[src/rtl/pipeline_ctrl_pkg.sv]
// Purpose: shared types and constants for the pipeline hazard/sequencing controller.
// Latency: n/a (types and constants only).
// Backpressure: n/a.
//
// Defines the flush FSM state encoding (PCTRL_RUN / PCTRL_FLUSH), the
// default flush length, the scoreboard counter width and the register
// address width. It also defines the priority-row enum used by the top level.
package pipeline_ctrl_pkg;

    localparam int REG_ADDR_SIZE    = 5;
    localparam int SB_CNT_SIZE      = 2;
    localparam int FLUSH_CYCLES_DEF = 1;
    // FLUSH_CYCLES is limited to 1..7, so the reload value (FLUSH_CYCLES-1) fits in 3 bits.
    localparam int FLUSH_CNT_W      = 3;

    typedef enum logic {
        PCTRL_RUN   = 1'b0,
        PCTRL_FLUSH = 1'b1
    } pctrl_state_e;

    // Exactly one row of the issue/stall/flush priority table applies each cycle.
    typedef enum logic [2:0] {
        ROW_FLUSH  = 3'd0,
        ROW_MEM    = 3'd1,
        ROW_EXBUSY = 3'd2,
        ROW_HAZARD = 3'd3,
        ROW_ISSUE  = 3'd4
    } pctrl_row_e;

endpackage

[src/rtl/pipeline_ctrl_reg_scoreboard.sv]
// Purpose: per-register in-flight writer counters (register scoreboard) with rs1/rs2 read ports and an rd-full flag.
// Latency: reads are combinational from registered counters; updates become visible the cycle after the inc/dec.
// Backpressure: none here; the caller must not increment a full counter (rd_full_o gates issue upstream).
//
// Ports: clk_i/reset_i (sync, active-high); inc_i/inc_rd_i count a new writer;
// dec_i/dec_rd_i retire one; rs1_i/rs2_i -> rs1_cnt_o/rs2_cnt_o; rd_i -> rd_full_o.
// Define SIMULATE to get an error message on a decrement of an empty counter.
module pipeline_ctrl_reg_scoreboard
    import pipeline_ctrl_pkg::*;
#(
    parameter int NUM_REGS = 32,
    parameter int CNT_W    = SB_CNT_SIZE
) (
    input  logic                     clk_i,
    input  logic                     reset_i,
    input  logic                     inc_i,
    input  logic [REG_ADDR_SIZE-1:0] inc_rd_i,
    input  logic                     dec_i,
    input  logic [REG_ADDR_SIZE-1:0] dec_rd_i,
    input  logic [REG_ADDR_SIZE-1:0] rs1_i,
    input  logic [REG_ADDR_SIZE-1:0] rs2_i,
    input  logic [REG_ADDR_SIZE-1:0] rd_i,
    output logic [CNT_W-1:0]         rs1_cnt_o,
    output logic [CNT_W-1:0]         rs2_cnt_o,
    output logic                     rd_full_o
);

    logic [CNT_W-1:0] cnt_q [NUM_REGS];
    logic [CNT_W-1:0] cnt_d [NUM_REGS];

    always_comb begin
        cnt_d = cnt_q;
        // x0 is never tracked; its entry is held at zero so reads need no special case.
        cnt_d[0] = '0;
        for (int r = 1; r < NUM_REGS; r++) begin
            logic inc_hit;
            logic dec_hit;
            inc_hit = inc_i && (inc_rd_i == REG_ADDR_SIZE'(r));
            dec_hit = dec_i && (dec_rd_i == REG_ADDR_SIZE'(r));
            // A simultaneous new writer and retiring writer on one register cancel out.
            if (inc_hit && !dec_hit) begin
                cnt_d[r] = cnt_q[r] + 1'b1;
            end else if (dec_hit && !inc_hit && (cnt_q[r] != '0)) begin
                cnt_d[r] = cnt_q[r] - 1'b1;
            end
        end
    end

    always_ff @(posedge clk_i) begin
        if (reset_i) begin
            cnt_q <= '{default: '0};
        end else begin
            cnt_q <= cnt_d;
        end
    end

`ifdef SIMULATE
    always_ff @(posedge clk_i) begin
        if (!reset_i && dec_i && (dec_rd_i != '0) && (cnt_q[dec_rd_i] == '0)
            && !(inc_i && (inc_rd_i == dec_rd_i))) begin
            $error("reg_scoreboard: writeback to x%0d with no writer in flight", dec_rd_i);
        end
    end
`endif

    assign rs1_cnt_o = cnt_q[rs1_i];
    assign rs2_cnt_o = cnt_q[rs2_i];
    assign rd_full_o = (cnt_q[rd_i] == {CNT_W{1'b1}});

endmodule

[src/rtl/pipeline_ctrl.sv]
// Purpose: pipeline hazard/sequencing controller -- issue decision, stage stalls/flushes and the post-redirect flush sequencer.
// Latency: all outputs are combinational from registered state and current inputs (0 cycles).
// Backpressure: mem_stall holds fetch/decode/execute, ex_busy or a RAW/WAW hazard holds fetch/decode; a redirect overrides every stall.
//
// Ports: clk_i, reset_i (sync, active-high); decode dec_* operands; ex_redirect_i/ex_busy_i/mem_stall_i;
// writeback wb_valid_i/wb_rd_i; outputs issue_o, stall_{fetch,decode,execute}_o,
// flush_{fetch,decode,execute}_o and flush_busy_o. Define PIPE_PERF_EN to add perf_* counters.
module pipeline_ctrl
    import pipeline_ctrl_pkg::*;
#(
    parameter int NUM_REGS     = 32,
    parameter int CNT_W        = SB_CNT_SIZE,
    parameter int FLUSH_CYCLES = FLUSH_CYCLES_DEF
) (
    input  logic                     clk_i,
    input  logic                     reset_i,
    input  logic                     dec_valid_i,
    input  logic [REG_ADDR_SIZE-1:0] dec_rs1_i,
    input  logic [REG_ADDR_SIZE-1:0] dec_rs2_i,
    input  logic                     dec_uses_rs1_i,
    input  logic                     dec_uses_rs2_i,
    input  logic [REG_ADDR_SIZE-1:0] dec_rd_i,
    input  logic                     dec_writes_rd_i,
    input  logic                     ex_redirect_i,
    input  logic                     ex_busy_i,
    input  logic                     mem_stall_i,
    input  logic                     wb_valid_i,
    input  logic [REG_ADDR_SIZE-1:0] wb_rd_i,
    output logic                     issue_o,
    output logic                     stall_fetch_o,
    output logic                     stall_decode_o,
    output logic                     stall_execute_o,
    output logic                     flush_fetch_o,
    output logic                     flush_decode_o,
    output logic                     flush_execute_o,
    output logic                     flush_busy_o
`ifdef PIPE_PERF_EN
   ,output logic [31:0]              perf_stall_cycles_o,
    output logic [31:0]              perf_hazard_cycles_o,
    output logic [31:0]              perf_flush_events_o
`endif
);

    localparam logic [FLUSH_CNT_W-1:0] FLUSH_LOAD = FLUSH_CNT_W'(FLUSH_CYCLES - 1);

    pctrl_state_e            state_q, state_d;
    logic [FLUSH_CNT_W-1:0]  fcnt_q, fcnt_d;
    pctrl_row_e              row;
    logic [CNT_W-1:0]        rs1_cnt, rs2_cnt;
    logic                    rd_full;
    logic                    raw_hazard, waw_full;

    pipeline_ctrl_reg_scoreboard #(
        .NUM_REGS (NUM_REGS),
        .CNT_W    (CNT_W)
    ) u_sb (
        .clk_i     (clk_i),
        .reset_i   (reset_i),
        .inc_i     (issue_o && dec_writes_rd_i && (dec_rd_i != '0)),
        .inc_rd_i  (dec_rd_i),
        .dec_i     (wb_valid_i && (wb_rd_i != '0)),
        .dec_rd_i  (wb_rd_i),
        .rs1_i     (dec_rs1_i),
        .rs2_i     (dec_rs2_i),
        .rd_i      (dec_rd_i),
        .rs1_cnt_o (rs1_cnt),
        .rs2_cnt_o (rs2_cnt),
        .rd_full_o (rd_full)
    );

    // Hazards use pre-edge counts: a same-cycle writeback does not unblock the reader.
    assign raw_hazard = dec_valid_i && ((dec_uses_rs1_i && (rs1_cnt != '0)) ||
                                        (dec_uses_rs2_i && (rs2_cnt != '0)));
    assign waw_full   = dec_valid_i && dec_writes_rd_i && (dec_rd_i != '0) && rd_full;

    // Flush sequencer. The redirect cycle itself flushes from RUN; FLUSH covers
    // the remaining FLUSH_CYCLES-1 cycles, so a 1-cycle flush never leaves RUN.
    always_comb begin
        state_d = state_q;
        fcnt_d  = fcnt_q;
        case (state_q)
            PCTRL_RUN: begin
                if (ex_redirect_i && (FLUSH_LOAD != '0)) begin
                    state_d = PCTRL_FLUSH;
                    fcnt_d  = FLUSH_LOAD;
                end
            end
            PCTRL_FLUSH: begin
                if (ex_redirect_i) begin
                    fcnt_d = FLUSH_LOAD;
                end else if (fcnt_q <= FLUSH_CNT_W'(1)) begin
                    state_d = PCTRL_RUN;
                    fcnt_d  = '0;
                end else begin
                    fcnt_d = fcnt_q - 1'b1;
                end
            end
            default: begin
                state_d = PCTRL_RUN;
                fcnt_d  = '0;
            end
        endcase
    end

    always_ff @(posedge clk_i) begin
        if (reset_i) begin
            state_q <= PCTRL_RUN;
            fcnt_q  <= '0;
        end else begin
            state_q <= state_d;
            fcnt_q  <= fcnt_d;
        end
    end

    always_comb begin
        if (ex_redirect_i || (state_q == PCTRL_FLUSH)) row = ROW_FLUSH;
        else if (mem_stall_i)                          row = ROW_MEM;
        else if (ex_busy_i)                            row = ROW_EXBUSY;
        else if (raw_hazard || waw_full)               row = ROW_HAZARD;
        else                                           row = ROW_ISSUE;
    end

    always_comb begin
        issue_o         = 1'b0;
        stall_fetch_o   = 1'b0;
        stall_decode_o  = 1'b0;
        stall_execute_o = 1'b0;
        flush_fetch_o   = 1'b0;
        flush_decode_o  = 1'b0;
        flush_execute_o = 1'b0;
        flush_busy_o    = 1'b0;
        if (reset_i) begin
            flush_fetch_o   = 1'b1;
            flush_decode_o  = 1'b1;
            flush_execute_o = 1'b1;
        end else begin
            flush_busy_o = (state_q == PCTRL_FLUSH);
            case (row)
                ROW_FLUSH: begin
                    flush_fetch_o  = 1'b1;
                    flush_decode_o = 1'b1;
                end
                ROW_MEM: begin
                    stall_fetch_o   = 1'b1;
                    stall_decode_o  = 1'b1;
                    stall_execute_o = 1'b1;
                end
                ROW_EXBUSY: begin
                    stall_fetch_o  = 1'b1;
                    stall_decode_o = 1'b1;
                end
                ROW_HAZARD: begin
                    // Hold the front end and feed execute a bubble.
                    stall_fetch_o   = 1'b1;
                    stall_decode_o  = 1'b1;
                    flush_execute_o = 1'b1;
                end
                default: issue_o = dec_valid_i;
            endcase
        end
    end

`ifdef PIPE_PERF_EN
    always_ff @(posedge clk_i) begin
        if (reset_i) begin
            perf_stall_cycles_o  <= '0;
            perf_hazard_cycles_o <= '0;
            perf_flush_events_o  <= '0;
        end else begin
            if ((row == ROW_MEM) || (row == ROW_EXBUSY) || (row == ROW_HAZARD))
                perf_stall_cycles_o <= perf_stall_cycles_o + 32'd1;
            if (row == ROW_HAZARD)
                perf_hazard_cycles_o <= perf_hazard_cycles_o + 32'd1;
            if (ex_redirect_i)
                perf_flush_events_o <= perf_flush_events_o + 32'd1;
        end
    end
`endif

endmodule

[config.mk]
export PLATFORM = sky130hd
export DESIGN_NAME = pipeline_ctrl
export DESIGN_NICKNAME = d
export VERILOG_FILES = /design/src/rtl/pipeline_ctrl_pkg.sv /design/src/rtl/pipeline_ctrl_reg_scoreboard.sv /design/src/rtl/pipeline_ctrl.sv
export SDC_FILE = /design/constraint.sdc
export NUM_CORES = 1
export LEC_CHECK = 0
export ABC_AREA = 1
export ABC_CLOCK_PERIOD_IN_PS = 5640
export CAP_MARGIN = 30
export CORE_MARGIN = 4
export CORE_UTILIZATION = 62
export CTS_CLUSTER_SIZE = 25
export DETAILED_ROUTE_END_ITERATION = 10
export HOLD_SLACK_MARGIN = 0.06
export PLACE_DENSITY = 0.8
export SYNTH_ARGS = -nofsm -noshare
export SYNTH_HDL_FRONTEND = slang
export SYNTH_HIERARCHICAL = 1
export SYNTH_SLANG_ARGS = --single-unit
export TNS_END_PERCENT = 30
[constraint.sdc]
create_clock -name clk_i -period 5.64 [get_ports clk_i]
set_clock_uncertainty 0.1 [all_clocks]
set_input_delay 0.846 -clock clk_i [delete_from_list [all_inputs] [get_ports clk_i]]
set_output_delay 0.846 -clock clk_i [all_outputs]
set_load 0.05 [all_outputs]
# Yosys cells after proc, flatten, opt, wreduce, memory -nomap -nowiden
# Index checks and enable logic that the tools add are counted.
# classes
bitwise_logic	4
n_mux	90
magnitude_cmp	4
add_sub_neg	63
n_reduce_logical	299
eq_ne	66
# ops
op	n
$logic_and A1 B1 Y1	164
$eq A5 B5 Y1 const B	32
$mux W2	68
$reduce_bool A2 Y1	64
$eq A5 B4 Y1 const B	16
$add A2 B1 Y2 const B	31
$logic_not A1 Y1	62
$sub A2 B1 Y2 const B	31
$eq A5 B3 Y1 const B	8
$bmux W2 S5	3
$eq A5 B2 Y1 const B	4
$ge A6 B6 Y1 const B	3
$mux W3	6
$not A5 Y6	3
$mux W1	13
$eq A5 B1 Y1 const B	2
$reduce_bool A5 Y1	2
$eq A3 B2 Y1 const B	2
$reduce_or A4 Y1	1
$eq A3 B1 Y1 const B	1
$le A3 B1 Y1 const B	1
$logic_not A3 Y1	1
$logic_or A1 B1 Y1	3
$reduce_or A3 Y1	1
other kinds (4)	4
# word_totals
inputBits	30
regBits	66
word_cells	559
out_inout_bits	8

# Longest topological paths before layout
# logic_depth
word_depth	25
ltp_mapped	25
mapped_depth_nobuf	23

# Cells and area by module
# Netlist, hierarchy kept.
# modules_own_cells
mod	area_per_inst_um2	cells_per_inst	seq_area_each_um2	instances
pipeline_ctrl_reg_scoreboard	5370.2	990	1241.2	1
pipeline_ctrl	396.6	67	80.1	1

# Worst setup path after synthesis
# No wires, ideal clock.
# synth_path
path_type	input-to-output
from	in dec_rs2_i[1]
to	out flush_execute_o
required_time_ns	4.694
slack_ns	1.640
stages	15
arrival_time_ns	3.054
n_path_buf	2
cell_sequence	buf_2 -> inv_1 -> buf_2 -> nand3_1 -> nand3_1 -> nand3_1 -> nand2_1 -> nand2_1 -> nand2_1 -> o21ai_0 -> nand2_1 -> nand2_1 -> nand2_1 -> inv_1 -> o21ai_0
# synth_between
elab_chain_cells	16
# synth_lines
item	line	rtl
start, declared	pipeline_ctrl.sv:19	input logic [REG_ADDR_SIZE-1:0] dec_rs2_i,
$not A5 Y6 (not written as such)	pipeline_ctrl_reg_scoreboard.sv:67	assign rs2_cnt_o = cnt_q[rs2_i];
$bmux W2 S5	pipeline_ctrl_reg_scoreboard.sv:67	
$mux W2 (not written as such) (2 in series)	pipeline_ctrl_reg_scoreboard.sv:67	
via rs2_cnt[1]	pipeline_ctrl.sv:49	logic [CNT_W-1:0] rs1_cnt, rs2_cnt;
$reduce_bool A2 Y1	pipeline_ctrl.sv:73	(dec_uses_rs2_i && (rs2_cnt != '0)));
$logic_and A1 B1 Y1	pipeline_ctrl.sv:73	
$logic_or A1 B1 Y1	pipeline_ctrl.sv:72	assign raw_hazard = dec_valid_i && ((dec_uses_rs1_i && (rs1_cnt != '0)) ||
$logic_and A1 B1 Y1	pipeline_ctrl.sv:72	
$logic_or A1 B1 Y1	pipeline_ctrl.sv:119	else if (raw_hazard || waw_full) row = ROW_HAZARD;
$mux W3	pipeline_ctrl.sv:119	
$mux W3	pipeline_ctrl.sv:118	else if (ex_busy_i) row = ROW_EXBUSY;
$mux W3	pipeline_ctrl.sv:117	else if (mem_stall_i) row = ROW_MEM;
$mux W3	pipeline_ctrl.sv:116	if (ex_redirect_i || (state_q == PCTRL_FLUSH)) row = ROW_FLUSH;
$eq A3 B2 Y1	pipeline_ctrl.sv:138	case (row)
$mux W1	pipeline_ctrl.sv:138	
$mux W1	pipeline_ctrl.sv:132	if (reset_i) begin
end, declared	pipeline_ctrl.sv:35	output logic flush_execute_o,
# The timed path passes the listed nets, and every way through them passes these cells. The select of a mux whose other input is x is not followed.

# Final worst setup path
# layout_path
from	in dec_rs2_i[0]
to	out flush_execute_o
# The elaborated chain is that of the path after synthesis.

==> metrics <==
status finished, final reports clean; io pins 38; max cap viols 0; Die Ht 104 µm; CTS Hold Bufs 0; multi-input combinational cell area about 0.0038 mm²; Worst Path Required about 4.7 ns; Slew Limit Fails 0; Vias/cell 5.87; vias in the first global route 5985; Pre-antenna DRT Iters 6; Skew-Pair Late Insertion Delay 0.37 ns; routed vias 6930; CTS Sinks 66; Core Area around 0.0089 mm²; post-cts repair resize count 0; num rows 34; Mapped Area 0.00577 mm²; largest net degree at the start of global routing between 50 and 60; GR Overflow Total 0; relative slew slack approximately two fifths; Worst-Margin Slew 0.925 ns; XOR/XNOR Fraction of Synth Area less than 1%; Worst Setup End Kind primary output; die area between 0.01 and 0.015 mm²; post-synthesis compound-gate area fraction between 10% and 20%; # diodes 0; Max Fclk 0.211 GHz; ANT nets after route 0; CP top delay family buffers and inverters; synthesized area per cell 5.46 µm²; Leakage 2.44 nW; WL per Instance 15.4 µm; post-synthesis simple-gate area fraction between 50 and 60%; period utilisation layout 84.0%; post-synthesis mux area share 0%; die width 104 µm; synth unique cells 29; WHS Path Cells 2; Post-Synth Adder-Cell Area 0.434%; sequential area share after synthesis roughly 23%; half-perimeter wire length after placement 13.1 mm; Sequential Area roughly 0.0013 mm²; RSZ-0062 raised after global routing no; first-pass GRT wire length 29.1 mm; Setup TNS 0 ns; Finished Cell Area about 0.0063 mm²; Peak VDD IR 0.000152 V; Fill cells roughly 850; postcts setup bufs 0; fraction of layout cells with a size suffix above 1 5.22%; gpl congestion 1.02; largest family of logic cells by synthesized area simple AND/OR/NAND/NOR gates; r2r worst-path depth 20; HP Class reg -> reg; gr usage total 32.7%; CP startpoint kind input pin; Syn. warnings 6; CP max stage delay 0.68 ns; Buffers & Inverters on Critical Path 5; CP arrival ~3.8 ns; initial DRC count 721; Synth Register Bits 66; cells after synthesis 1057; DRC viols 0; Area after DPL 0.00610 mm²; count of input and output buffers 37; CTS H-tree depth 3; Fin. Hold Viols 0; Post-Route WL between 15 and 20 mm; clk slew on worst S/H paths 0.08 ns; Critical Path Stages 18; PwrDens 179 mW/mm²; Crit path top cell by count nand2_1; initial antenna violation count 0; Starting Density 64.9%; CTS tree built; slowest stage cell, crit path inv_1; root buf cell clkbuf_8; syn nets 1089; Tmin final 4.74 ns; kind of critical path in -> out; Max clock buf depth 2; crit-path max FO 33; final setup fails 0; Num CTS Buffers 9; crit path cell chain clkdlybuf4s50_1 -> buf_4 -> inv_1 -> nand2_1 -> nand3_1 -> nand3_1 -> nand2_1 -> nand2_1 -> nand2_1 -> nand2_1 -> nand2_1 -> o21ai_0 -> nand2_1 -> nand2_1 -> nand2_1 -> inv_1 -> o21ai_0 -> buf_12; nets 1099; Syn-to-layout area delta 9.83%
==> layout make-up <==
| cell class | count | area share (%) |
|---|---|---|
| repair buffers | 43 | 6.80 |
| multi-input cells | 843 | 60.4 |
| well taps | 108 | 2.13 |
| inverters | 104 | 6.20 |
| clock buffers | 12 | 2.45 |
| clock inverters | 4 | 1.17 |
| flip-flops and latches | 66 | 20.9 |
==> registers in the layout, summed over array words and instances, names as in the netlist <==
signal      cells
u_sb/cnt_q     62
fcnt_q          3
state_q         1
==> layer usage <==
| layer | part of all wire, % | vias to the layer above | track usage (%) | wire length (µm) |
|---|---|---|---|---|
| met5 | 0 | - | 0 | 0 |
| li1 | - | 3448 | - | - |
| met1 | 41 | 2980 | 41.6 | 7470 |
| met3 | 11 | 73 | 8.32 | 2060 |
| met2 | 42 | 429 | 51.2 | 7680 |
| met4 | 5.2 | 0 | 16.1 | 935 |
==> through the flow <==
step	setup slack, ns	instances	hold slack [ns]	power (mW)	util, %
after global placement	0.994	1164	0.372	0.663	68.7
after global routing	0.684	1180	0.427	1.17	71.2
after CTS	1.03	1180	0.389	1.13	71.2
final	0.901	1180	0.385	1.14	71.2
after detailed placement	0.964	1164	0.371	0.663	68.7
after floorplan	1.64	1057	0.351	0.601	-
==> placed cells by master (no fill, tap or decap), types with 17 or more instances in the layout <==
cell type	netlist	layout
nand2_1	330	330
nand3_1	222	222
nor2_1	131	131
inv_1	101	101
dfxtp_1	66	66
o21ai_0	45	45
clkdlybuf4s50_1	0	33
a21oi_1	32	32
o211ai_1	17	17
==> logic make-up (layout without fill, tap and decap cells) <==
kind of cell,count (synthesis),count (layout)
compound gates,111,111
xor+xnor,5,5
fa+ha+maj,2,2
buf+inv,148,163
flops,66,66
simple gates,725,725
==> where the power goes <==
group	total [mW]	leakage, nW	internal, mW	switching [mW]
Clock	0.476	0.117	0.273	0.203
Combinational	0.192	1.79	0.0626	0.130
Sequential	0.467	0.531	0.466	0.00101
Total	1.14	2.44	0.802	0.334
==> cells in the mapped netlist, drive strengths merged <==
library cell    n  area (µm²)
o21bai          1        7.51
inv           104         393
nand4           3        18.8
nor3            9        45.0
o21a            1        7.51
o31ai           1        7.51
nand3         222        1110
or2             1        6.26
nand2         333        1260
ha              2        25.0
xor2            5        43.8
nor3b           2        15.0
buf            28         168
o21ai          59         295
dfxtp          66        1320
a21oi          32         160
nor2          155         692
clkbuf         16        60.1
o211ai         17         128
==> path summary, 6_finish.rpt <==
| check | end | slack [ns] | startpoint |
|---|---|---|---|
| hold / removal | u_sb/cnt_q[55]$_SDFFE_PP0P_ | 0.38 | u_sb/cnt_q[55]$_SDFFE_PP0P_ |
| hold reg to reg | u_sb/cnt_q[55]$_SDFFE_PP0P_ | 0.38 | u_sb/cnt_q[55]$_SDFFE_PP0P_ |
| setup reg to reg | u_sb/cnt_q[41]$_SDFFE_PP0P_ | 2.50 | u_sb/cnt_q[56]$_SDFFE_PP0P_ |
| setup / recovery | flush_execute_o | 0.90 | dec_rs2_i[0] |
==> worst register-to-register path, stage by stage (launching register included) <==
cell and delay [ns]:
dfxtp_1 0.35, inv_1 0.17, nand2_1 0.07, nand3_1 0.10
nand3_1 0.10, nand3_1 0.11, nand2_1 0.06, nand2_1 0.06
nand2_1 0.05, o21ai_0 0.18, nand2_1 0.14, nand2_1 0.13
nand4_1 0.11, nor2_1 0.16, inv_1 0.09, nor2_4 0.38
nand3_1 0.19, nor2_1 0.17, nand2_1 0.10, o21ai_0 0.17
nor2_1 0.06
Power figures use the tool's default switching activity.
